===== config.mk =====
export PLATFORM = sky130hd
export DESIGN_NAME = spi_slave_link
export DESIGN_NICKNAME = d
export VERILOG_FILES = /design/src/rtl/spi_slave_link.sv
export SDC_FILE = /design/constraint.sdc
export NUM_CORES = 1
export LEC_CHECK = 0
export BUFFER_PORTS_ARGS = -buffer_cell sky130_fd_sc_hd__buf_2
export CORE_MARGIN = 10
export CORE_UTILIZATION = 50
export CTS_CLUSTER_DIAMETER = 40
export DETAILED_ROUTE_END_ITERATION = 16
export PLACE_DENSITY = 0.71
export SKIP_LAST_GASP = 1
export SYNTH_ARGS = -nofsm -noshare
export SYNTH_HDL_FRONTEND = slang
export SYNTH_SLANG_ARGS = --single-unit

===== constraint.sdc =====
create_clock -name clk -period 1.9 [get_ports clk]
set_input_delay 0.19 -clock clk [delete_from_list [all_inputs] [get_ports clk]]
set_output_delay 0.19 -clock clk [all_outputs]
set_load 0.1 [all_outputs]

===== src/rtl/spi_slave_link.sv =====
// SPI slave front end: deserialises MOSI frames into opcode+payload words for the
// memory and serialises the memory's read data back out on MISO.
module spi_slave_link #(
    parameter int unsigned DATA_W = 8
) (
    input  logic              clk,
    input  logic              rst_n,
    input  logic              SS_n,
    input  logic              MOSI,
    input  logic              tx_valid,
    input  logic [DATA_W-1:0] tx_data,
    output logic              MISO,
    output logic              rx_valid,
    output logic [DATA_W+1:0] rx_data
);
    localparam int unsigned RX_W    = DATA_W + 2;
    localparam logic [3:0]  RX_LAST = 4'(RX_W - 1);
    localparam logic [3:0]  RX_DONE = 4'(RX_W);
    localparam logic [3:0]  TX_LAST = 4'(DATA_W);

    typedef enum logic [2:0] {
        IDLE,
        CHK_CMD,
        WRITE,
        READ_ADD,
        READ_DATA
    } state_t;

    state_t            r_state;
    logic              r_rd_addr_done;
    logic [3:0]        r_bit_cnt;
    logic [RX_W-2:0]   r_rx_shift;
    logic [DATA_W-1:0] r_tx_shift;
    logic [3:0]        r_tx_cnt;
    logic              r_tx_armed;
    logic              r_tx_busy;

    always_ff @(posedge clk) begin
        if (!rst_n) begin
            r_state        <= IDLE;
            r_rd_addr_done <= 1'b0;
            r_bit_cnt      <= '0;
            r_rx_shift     <= '0;
            r_tx_shift     <= '0;
            r_tx_cnt       <= '0;
            r_tx_armed     <= 1'b0;
            r_tx_busy      <= 1'b0;
            MISO           <= 1'b0;
            rx_valid       <= 1'b0;
            rx_data        <= '0;
        end else begin
            rx_valid <= 1'b0;
            if (r_state != IDLE && SS_n) begin
                // Abort: drop the partial word and any transfer, keep the read-address flag
                r_state    <= IDLE;
                r_bit_cnt  <= '0;
                r_rx_shift <= '0;
                r_tx_shift <= '0;
                r_tx_cnt   <= '0;
                r_tx_armed <= 1'b0;
                r_tx_busy  <= 1'b0;
                MISO       <= 1'b0;
            end else begin
                case (r_state)
                    IDLE: begin
                        if (!SS_n) begin
                            r_state <= CHK_CMD;
                        end
                    end
                    CHK_CMD: begin
                        r_bit_cnt <= '0;
                        if (!MOSI) begin
                            r_state <= WRITE;
                        end else if (r_rd_addr_done) begin
                            r_state <= READ_DATA;
                        end else begin
                            r_state <= READ_ADD;
                        end
                    end
                    default: begin
                        // Word phase; once complete the state holds and MOSI is ignored
                        if (r_bit_cnt != RX_DONE) begin
                            r_rx_shift <= {r_rx_shift[RX_W-3:0], MOSI};
                            r_bit_cnt  <= r_bit_cnt + 4'd1;
                            if (r_bit_cnt == RX_LAST) begin
                                rx_data  <= {r_rx_shift, MOSI};
                                rx_valid <= 1'b1;
                                if (r_state == READ_ADD) begin
                                    r_rd_addr_done <= 1'b1;
                                end
                                if (r_state == READ_DATA) begin
                                    r_rd_addr_done <= 1'b0;
                                    r_tx_armed     <= 1'b1;
                                end
                            end
                        end
                    end
                endcase

                // Transmitter: first tx_valid while armed loads the byte, MSB first
                if (r_tx_busy) begin
                    if (r_tx_cnt == TX_LAST) begin
                        MISO       <= 1'b0;
                        r_tx_busy  <= 1'b0;
                        r_tx_armed <= 1'b0;
                        r_tx_cnt   <= '0;
                    end else begin
                        MISO       <= r_tx_shift[DATA_W-1];
                        r_tx_shift <= r_tx_shift << 1;
                        r_tx_cnt   <= r_tx_cnt + 4'd1;
                    end
                end else if (r_tx_armed && tx_valid) begin
                    MISO       <= tx_data[DATA_W-1];
                    r_tx_shift <= tx_data << 1;
                    r_tx_cnt   <= 4'd1;
                    r_tx_busy  <= 1'b1;
                end
            end
        end
    end

endmodule

==> impl_metrics.py, run 1 <==
metrics = {
    "run_status": {
        "status": "complete, no violations",
    },
    "final_layout": {
        "layout_common_cells": "42 x dfxtp_1, 27 x a21oi_1, 24 x buf_2",
        "finish.utilization": 0.578,
        "final_layout_size_suffix_gt1_frac": 0.185,
        "nets": 239,
        "diodes": 0,
        "signed_area_change_from_the_synthesized_netlist_to_the_final_layout_pct": 12.1,
        "mostFrequentLayoutCell": "dfxtp_1",
    },
    "sta": {
        "endpoints_failing_hold": 0,
        "tns_ps": 0,
        "setup-violations-final": 0,
        "final_min_period_over_clock_period": 0.915,
        "max_clock_skew_ps": 4.69,
        "max_slew_margin": 0.645,
        "tightest_slew_ps": 532,
        "final_critical_path_setup_slack_ps": 162,
        "clock.fmax_mhz": 575,
        "period_minus_slack_ps": 1740,
        "setup_repair_after_global_routing_missed_its_margin": "no",
        "timing_max_transition_violations_final": 0,
    },
    "route": {
        "drt_first_iter_violations": 76,
        "top_layer_used": "met4",
        "post_drt_wl_per_cell_um": 15.1,
        "route.detailed.drc": 0,
        "detailroute.via_count": 1606,
        "wl_met3_um": 299,
        "wl_met2_um": 1960,
        "final_antenna_net_count": 0,
        "finalWirelength_um": 4080,
        "wirelength_met1_um": 1770,
        "firstDrtPassIters": 5,
        "vias_per_cell": 5.95,
    },
    "global_route": {
        "first_global_vias": 1554,
        "grt_antenna_before_repair": 0,
        "grt_remaining_overflow": 0,
        "groute.usage.overall": 0.130,
        "grt_first_pass_wirelength_um": 6890,
        "largest_net_degree_at_the_start_of_global_routing": 24,
    },
    "setup_path": {
        "crit_path_start": "r_bit_cnt[1]$_SDFFE_PP0P_",
        "worstPathRequired_ps": 2090,
        "rr_startpoint": "r_bit_cnt[1]$_SDFFE_PP0P_",
        "arrival_ps": 1920,
        "worst_setup_path_end_kind": "register",
        "crit_path_max_fanout": 12,
        "startpoint_type": "register",
        "worst-setup-path-type": "reg2reg",
    },
    "synth": {
        "syn_area_per_cell_um2": 9.41,
        "number_of_enable_flip_flop_cells_after_synthesis": 0,
        "async_flop_share": 0,
        "synth.top_cell.area_share": 0.449,
        "netlist-cell-type-count": 42,
        "yosys-top-cells-area": "dfxtp_1 45%, a21oi_1 7.2%, a32o_1 4.8%",
        "ys_dominant_reg_cell": "dfxtp_1",
        "yosysSeqAreaShare": 0.449,
        "synth.net_count": 217,
        "synth_area_leader_cell": "dfxtp_1",
        "syn-cell-area_um2": 1870,
        "synthCells": 199,
        "yosys_register_bits": 42,
        "yosysWarningCount": 0,
    },
    "worst_hold_path": {
        "hold_class": "in2reg",
        "startpoint_of_the_tightest_hold_check_path": "SS_n",
    },
    "cts": {
        "longest_clk_path_bufs": 2,
        "clock_latency_reported_for_the_late_side_of_the_worst_skew_pair_ps": 300,
        "clock-sinks": 42,
        "tritoncts": "done",
        "worst_setup_hold_path_clk_slew_ps": 80,
        "cts_made_buffers": 5,
        "cts_root_buffer": "clkbuf_8",
        "post-cts-setup-buffer-count": 0,
        "cts_htree_levels": 2,
    },
    "pwr": {
        "total_power_of_the_final_layout_mw": 1.59,
        "cellPowerDensity_nw_per_um2": 758,
        "intPower_mw": 1.19,
        "p_switching_uw": 403,
        "cellLeakagePower_nw": 0.745,
        "part_of_the_power_in_the_clock_network": 0.354,
        "pwr-share-comb": 0.078,
        "vdd_drop_max_mv": 0.395,
        "p_sw_frac": 0.253,
        "sequentialPowerShare": 0.568,
    },
    "die": {
        "die_width_um": 81.2,
        "initial_utilization": 0.515,
        "core_um2": 3630,
        "num_rows": 22,
        "die_height_um": 81.2,
        "io_pins": 25,
        "floorplan.die_area_um2": 6590,
    },
    "place": {
        "place.gp.congestion": 0.784,
        "io_buffer_count": 24,
        "detail_placement_hpwl_um": 3060,
        "place_worst_setup_slack_ps": 94.8,
    },
    "run": {
        "timing.max_cap.violations": 0,
    },
}
## cells by family after synthesis
logic type                 after synthesis  share of synthesized area
muxes                                    7                     0.0374
AOI/OAI and AO/OA                       72                      0.258
buffers and inverters                   21                     0.0581
and+or+nand+nor                         52                      0.164
adders and majority gates                5                     0.0334
DFF                                     42                      0.449
## registers in the layout (all words and copies together) (netlist names)
name and count:
r_tx_armed 1, MISO 1, r_tx_busy 1, r_state 3, r_bit_cnt 4, r_rd_addr_done 1
rx_data 10, rx_valid 1, r_tx_cnt 4, r_tx_shift 7, r_rx_shift 9
## critical path, cell delays in order (launching register included)
cell and delay [ps]:
dfxtp_1 450, ha_1 300, and3b_1 420, nor3_1 100, a2111oi_1 360
## what timing repair did
item	4_1_cts	5_1_grt
hold buffers	0	0
endpoints found under the hold margin	0	0
resized for setup	0	1
setup endpoints to repair	0	9
## final timing paths
path / end / slack, ps / cells after the start
worst max-delay path: r_bit_cnt[3]$_SDFFE_PP0P_ / 160 / 4
worst min-delay path: r_state[2]$_SDFFE_PP0P_ / 120 / 2
worst min register to register: rx_data[6]$_SDFFE_PN0P_ / 470 / 1
worst max register to register: r_bit_cnt[3]$_SDFFE_PP0P_ / 160 / 4
## final cells by class
type / instances / area (µm²)
fill: 343 / 1530
tap: 48 / 60.1
inverter: 8 / 30.0
clock inverter: 3 / 21.3
timing repair buffer: 28 / 150
multi-input combinational: 136 / 928
clock buffer: 5 / 68.8
sequential: 42 / 841
## metrics by stage
step | hold WS, ps | cells | cell area, µm²
after floorplan | 269 | 199 | 1870
after global placement | 416 | 262 | 2000
after detailed placement | 427 | 262 | 2000
after CTS | 113 | 270 | 2090
after global routing | 138 | 270 | 2100
final | 123 | 270 | 2100
## routing by layer
layer,up-vias,track usage
met1,762,0.143
met5,-,0
met3,6,0.0519
met2,41,0.223
met4,0,0.0450
li1,797,-
## cells in the mapped netlist, drive strengths merged (4+ instances only)
cell type and count:
dfxtp 42, a21oi 27, nand3 13, o21ai 13, a32o 9, buf 8, inv 8, mux2i 7
a211oi 6, nand2 6, nor3 6, clkbuf 5, ha 5, a41oi 4, nand4b 4, nor2 4
nor2b 4
## power by group through the flow
stage / logic (mW) / registers [mW] / clock network, mW
detailed placement: 0.123 / 0.925 / 0
floorplan: 0.0963 / 0.918 / 0
global route: 0.140 / 0.907 / 0.617
CTS: 0.123 / 0.904 / 0.578
global placement: 0.119 / 0.924 / 0
finish: 0.125 / 0.904 / 0.563
Note: power is estimated with default switching activity, not from simulation.
==> run 2, diff against run 1 <==
--- a/config.mk
+++ b/config.mk
@@ -7,10 +7,10 @@
 export LEC_CHECK = 0
 export BUFFER_PORTS_ARGS = -buffer_cell sky130_fd_sc_hd__buf_2
 export CORE_MARGIN = 10
-export CORE_UTILIZATION = 50
+export CORE_UTILIZATION = 56
 export CTS_CLUSTER_DIAMETER = 40
 export DETAILED_ROUTE_END_ITERATION = 16
-export PLACE_DENSITY = 0.71
+export PLACE_DENSITY = 0.78
 export SKIP_LAST_GASP = 1
 export SYNTH_ARGS = -nofsm -noshare
 export SYNTH_HDL_FRONTEND = slang
==> impl_metrics.py, run 2 (synthesis results as in run 1) <==
metrics = {
    "run_status": {
        "status": "complete, no violations",
    },
    "worst_hold_path": {
        "hold-path-cell-count": 2,
        "hold_class": "in2reg",
    },
    "pwr": {
        "pwr-share-comb": 0.078,
        "part_of_the_power_in_the_clock_network": 0.352,
        "intPower_mw": 1.20,
        "sequentialPowerShare": 0.571,
        "vdd_drop_max_mv": 0.512,
        "p_switching_uw": 381,
        "cellLeakagePower_nw": 0.746,
        "p_sw_frac": 0.240,
        "cellPowerDensity_nw_per_um2": 762,
    },
    "sta": {
        "setup-violations-final": 0,
        "endpoints_failing_hold": 0,
        "tns_ps": 0,
        "max_clock_skew_ps": 14.5,
        "setup_repair_after_global_routing_missed_its_margin": "no",
        "final_min_period_over_clock_period": 0.880,
        "max_slew_margin": 0.634,
        "clock.fmax_mhz": 598,
        "tightest_slew_ps": 546,
        "timing_max_transition_violations_final": 0,
        "period_minus_slack_ps": 1670,
        "final_critical_path_setup_slack_ps": 227,
    },
    "setup_path": {
        "cells_along_the_critical_path": "nor3_2, o21ai_1, buf_4, a211oi_1",
        "crit_path_max_fanout": 23,
        "worstPathRequired_ps": 2130,
        "cp_slowest_stage_delay_ps": 500,
        "arrival_ps": 1900,
        "startpoint_type": "register",
        "cp_slowest_cell": "dfxtp_1",
        "worst-setup-path-type": "reg2reg",
        "worst_setup_path_end_kind": "register",
        "regToRegSetupSlack_ps": 230,
        "worst_r2r_path_depth": 4,
    },
    "global_route": {
        "first_global_vias": 1551,
        "met2_track_demand_over_resource_in_global_routing": 0.214,
        "global_routing_s_busiest_layer": "met2",
        "grt_remaining_overflow": 0,
        "grt_antenna_before_repair": 0,
        "grt_first_pass_wirelength_um": 6870,
        "groute.usage.overall": 0.134,
        "largest_net_degree_at_the_start_of_global_routing": 24,
        "grt.met1_usage": 0.148,
        "gr-usage-met3": 0.0576,
    },
    "cts": {
        "clock-sinks": 42,
        "post_cts_resize_count": 0,
        "cts_htree_levels": 2,
        "tritoncts": "done",
        "post-cts-setup-buffer-count": 0,
        "postCtsHoldBufs": 0,
        "clock_latency_reported_for_the_late_side_of_the_worst_skew_pair_ps": 360,
        "cts_root_buffer": "clkbuf_4",
        "longest_clk_path_bufs": 2,
        "worst_setup_hold_path_clk_slew_ps": 120,
        "cts_made_buffers": 5,
    },
    "route": {
        "detailroute.via_count": 1599,
        "firstDrtPassIters": 4,
        "route.detailed.drc": 0,
        "final_antenna_net_count": 0,
        "post_drt_wl_per_cell_um": 14.7,
        "drt_first_iter_violations": 128,
        "vias_per_cell": 6.01,
        "finalWirelength_um": 3910,
    },
    "final_layout": {
        "fillCellCount": 268,
        "diodes": 0,
        "mostFrequentLayoutCell": "dfxtp_1",
        "final_area_um2": 2080,
        "regArea_um2": 841,
        "final_layout_size_suffix_gt1_frac": 0.185,
        "multiInputGateArea_um2": 928,
        "registers.top_by_ff_count": "rx_data",
        "reg_top3": "rx_data: 10 flops, r_rx_shift: 9 flops, r_tx_shift: 7 flops",
        "signed_area_change_from_the_synthesized_netlist_to_the_final_layout_pct": 11.2,
        "nets": 239,
        "largest_register_ffs": 10,
        "layout_common_cells": "42 x dfxtp_1, 27 x a21oi_1, 24 x buf_2",
    },
    "place": {
        "place.gp.congestion": 0.833,
        "place_worst_setup_slack_ps": 100,
        "detail_placement_hpwl_um": 2890,
        "dpl-instance-area_um2": 2000,
        "io_buffer_count": 24,
    },
    "die": {
        "die_width_um": 77.8,
        "num_rows": 20,
        "floorplan.die_area_um2": 6060,
        "die_height_um": 77.8,
        "initial_utilization": 0.599,
        "io_pins": 25,
        "core_um2": 3130,
    },
    "run": {
        "timing.max_cap.violations": 0,
    },
}
-- run 2: through the flow --
step | cells | power [mW] | hold WS, ps | utilization
6_report | 266 | 1.59 | 50.5 | 0.666
5_1_grt | 266 | 1.65 | 40.4 | 0.666
4_1_cts | 266 | 1.59 | 34.8 | 0.664
3_5_place_dp | 258 | 1.04 | 422 | 0.639
3_3_place_gp | 258 | 1.04 | 422 | 0.639
2_1_floorplan | 199 | 1.01 | 269 | -
-- run 2: path summary, 6_finish.rpt --
check	to	startpoint
setup / recovery	r_tx_shift[3]$_SDFFE_PP0P_	r_state[2]$_SDFFE_PP0P_
hold / removal	r_state[2]$_SDFFE_PP0P_	SS_n
setup reg to reg	r_tx_shift[3]$_SDFFE_PP0P_	r_state[2]$_SDFFE_PP0P_
hold reg to reg	rx_data[2]$_SDFFE_PN0P_	rx_data[2]$_SDFFE_PN0P_
-- run 2: final cells by class --
| class | instances | area share |
|---|---|---|
| timing repair buffer | 28 | 0.0721 |
| tap | 44 | 0.0264 |
| sequential | 42 | 0.404 |
| clock inverter | 3 | 0.0192 |
| clock buffer | 5 | 0.0180 |
| inverter | 8 | 0.0144 |
| multi-input combinational | 136 | 0.446 |
-- run 2: metal layers --
layer  vias to the layer above  routed length, µm
li1                        802                  -
met1                       743               1720
met2                        46               1820
met3                         8                306
met4                         0                 69
met5                         -                  0
-- run 2: power groups by stage --
stage          Clock [mW]  Sequential [mW]  Combinational, mW
4_1_cts             0.567            0.905              0.121
6_report            0.558            0.905              0.123
5_1_grt             0.607            0.907              0.138
3_5_place_dp            0            0.925              0.120
3_3_place_gp            0            0.924              0.118
2_1_floorplan           0            0.918             0.0963
-- run 2: critical path: cells and delay by family (launching register included) --
kind,cells,cell delay [ps]
AOI/OAI and AO/OA,2,540
buffers and inverters,1,360
DFF,1,500
and+or+nand+nor,1,130
==> run 3, diff against run 2 <==
--- a/config.mk
+++ b/config.mk
@@ -6,11 +6,13 @@
 export NUM_CORES = 1
 export LEC_CHECK = 0
 export BUFFER_PORTS_ARGS = -buffer_cell sky130_fd_sc_hd__buf_2
+export CELL_PAD_IN_SITES_DETAIL_PLACEMENT = 1
+export CELL_PAD_IN_SITES_GLOBAL_PLACEMENT = 2
 export CORE_MARGIN = 10
-export CORE_UTILIZATION = 56
+export CORE_UTILIZATION = 35
 export CTS_CLUSTER_DIAMETER = 40
 export DETAILED_ROUTE_END_ITERATION = 16
-export PLACE_DENSITY = 0.78
+export PLACE_DENSITY_LB_ADDON = 0.1
 export SKIP_LAST_GASP = 1
 export SYNTH_ARGS = -nofsm -noshare
 export SYNTH_HDL_FRONTEND = slang
==> impl_metrics.py, run 3 (synthesis results as in run 1) <==
metrics = {
    "die": {
        "floorplan.die_area_um2": 8680,
        "core_um2": 5140,
        "initial_utilization": 0.364,
        "num_rows": 26,
        "die_height_um": 93.2,
        "die_width_um": 93.2,
        "io_pins": 25,
    },
    "cts": {
        "clock-sinks": 42,
        "cts_htree_levels": 2,
        "cts_made_buffers": 5,
        "postCtsHoldBufs": 0,
        "longest_clk_path_bufs": 2,
        "clock_latency_reported_for_the_late_side_of_the_worst_skew_pair_ps": 290,
        "worst_setup_hold_path_clk_slew_ps": 80,
        "tritoncts": "done",
        "cts_root_buffer": "clkbuf_8",
    },
    "sta": {
        "final_min_period_over_clock_period": 0.935,
        "setup_repair_after_global_routing_missed_its_margin": "no",
        "tns_ps": 0,
        "hold_slack_ps": 152,
        "tightest_slew_ps": 588,
        "max_slew_margin": 0.608,
        "period_minus_slack_ps": 1780,
        "clock.fmax_mhz": 563,
        "final_critical_path_setup_slack_ps": 123,
        "max_clock_skew_ps": 7.07,
        "endpoints_failing_hold": 0,
        "setup-violations-final": 0,
        "timing_max_transition_violations_final": 0,
    },
    "final_layout": {
        "reg_top3": "rx_data: 10 flops, r_rx_shift: 9 flops, r_tx_shift: 7 flops",
        "diodes": 0,
        "nets": 243,
        "registers.top_by_ff_count": "rx_data",
        "mostFrequentLayoutCell": "dfxtp_1",
        "multiInputGateArea_um2": 932,
        "largest_register_ffs": 10,
        "layout_common_cells": "42 x dfxtp_1, 27 x a21oi_1, 24 x buf_2",
        "fillCellCount": 624,
        "final_area_um2": 2160,
        "regArea_um2": 841,
        "final_layout_size_suffix_gt1_frac": 0.199,
        "signed_area_change_from_the_synthesized_netlist_to_the_final_layout_pct": 15.4,
    },
    "pwr": {
        "cellPowerDensity_nw_per_um2": 762,
        "cellLeakagePower_nw": 0.769,
        "vdd_drop_max_mv": 0.375,
    },
    "route": {
        "post_drt_wl_per_cell_um": 17.7,
        "vias_per_cell": 5.58,
        "final_antenna_net_count": 0,
        "route.detailed.drc": 0,
        "drt_first_iter_violations": 65,
        "firstDrtPassIters": 4,
        "finalWirelength_um": 5230,
        "detailroute.via_count": 1652,
    },
    "setup_path": {
        "startpoint_type": "register",
        "worst_setup_path_end_kind": "register",
        "worst-setup-path-type": "reg2reg",
        "worst_r2r_path_depth": 5,
        "reg_to_reg_end": "rx_data[3]$_SDFFE_PN0P_",
        "worstPathRequired_ps": 2070,
        "rr_startpoint": "r_bit_cnt[0]$_SDFFE_PP0P_",
        "crit_path_max_fanout": 9,
        "cp_slowest_stage_delay_ps": 440,
        "regToRegSetupSlack_ps": 120,
        "arrival_ps": 1950,
        "timing.critical_path.max_delay_family": "compound AO/OA/AOI/OAI gates",
        "timing.critical_path.buf_inv": 1,
        "cp_slowest_cell": "dfxtp_1",
        "cells_along_the_critical_path": "inv_1, ha_1, nor3b_2, a31oi_2, a32o_1",
    },
    "place": {
        "place_worst_setup_slack_ps": 45.5,
        "detail_placement_hpwl_um": 3830,
        "io_buffer_count": 24,
        "dpl-instance-area_um2": 2070,
        "place.gp.congestion": 0.815,
    },
    "worst_hold_path": {
        "hold_class": "in2reg",
        "worst_hold_endpoint": "r_state[2]$_SDFFE_PP0P_",
        "startpoint_of_the_tightest_hold_check_path": "SS_n",
        "hold-path-cell-count": 2,
    },
    "global_route": {
        "groute.usage.overall": 0.123,
        "first_global_vias": 1725,
        "grt_remaining_overflow": 0,
        "largest_net_degree_at_the_start_of_global_routing": 18,
        "grt_antenna_before_repair": 0,
        "grt_first_pass_wirelength_um": 8770,
    },
    "run_status": {
        "status": "complete, no violations",
    },
    "run": {
        "timing.max_cap.violations": 0,
    },
}
run 3: worst register-to-register path, delay by kind of cell (launching register included):
family	cells	cell delay [ps]
DFF	1	440
and+or+nand+nor	1	280
adders and majority gates	1	270
buffers and inverters	1	100
AOI/OAI and AO/OA	2	570
run 3: how the worst max path moves through the flow:
| stage | start | endpoint | slack [ps] | cells past startpoint |
|---|---|---|---|---|
| after CTS | r_bit_cnt[0]$_SDFFE_PP0P_ | rx_data[7]$_SDFFE_PN0P_ | 30 | 5 |
| after global routing | r_bit_cnt[0]$_SDFFE_PP0P_ | rx_data[7]$_SDFFE_PN0P_ | 60 | 5 |
| after global placement | r_bit_cnt[0]$_SDFFE_PP0P_ | rx_data[7]$_SDFFE_PN0P_ | 170 | 5 |
| after floorplan | r_bit_cnt[0]$_SDFFE_PP0P_ | rx_data[0]$_SDFFE_PN0P_ | 330 | 5 |
| final | r_bit_cnt[0]$_SDFFE_PP0P_ | rx_data[3]$_SDFFE_PN0P_ | 120 | 5 |
| after detailed placement | r_bit_cnt[0]$_SDFFE_PP0P_ | rx_data[7]$_SDFFE_PN0P_ | 50 | 5 |
run 3: what timing repair did:
item                       CTS  global route
resized for setup            0             1
setup endpoints to repair    0             9
buffers inserted             0             0
run 3: final cells by class:
class	count	share of cell area
well taps	70	0.0405
clock buffers	7	0.0399
inverters	8	0.0139
flip-flops and latches	42	0.389
multi-input cells	136	0.431
repair buffers	32	0.0833
clock inverters	1	0.00231
run 3: routing by layer:
layer / vias to the layer above / share of wire / global-route usage
li1: 801 / - / -
met1: 826 / 0.47 / 0.153
met2: 21 / 0.48 / 0.207
met3: 4 / 0.035 / 0.0288
met4: 0 / 0.0082 / 0.0347
met5: - / 0 / 0
run 3: power by group:
| group | internal (mW) | total, mW | switching (mW) |
|---|---|---|---|
| Sequential | 0.888 | 0.906 | 0.0174 |
| Combinational | 0.0535 | 0.148 | 0.0947 |
| Clock | 0.294 | 0.593 | 0.300 |
| Total | 1.24 | 1.65 | 0.412 |
run 3: metrics by stage:
step                power [mW]  utilization  instances
detailed placement        1.07        0.402        288
global placement          1.07        0.402        288
finish                    1.65        0.421        296
global route              1.72        0.421        296
CTS                       1.67        0.420        296
floorplan                 1.01            -        199
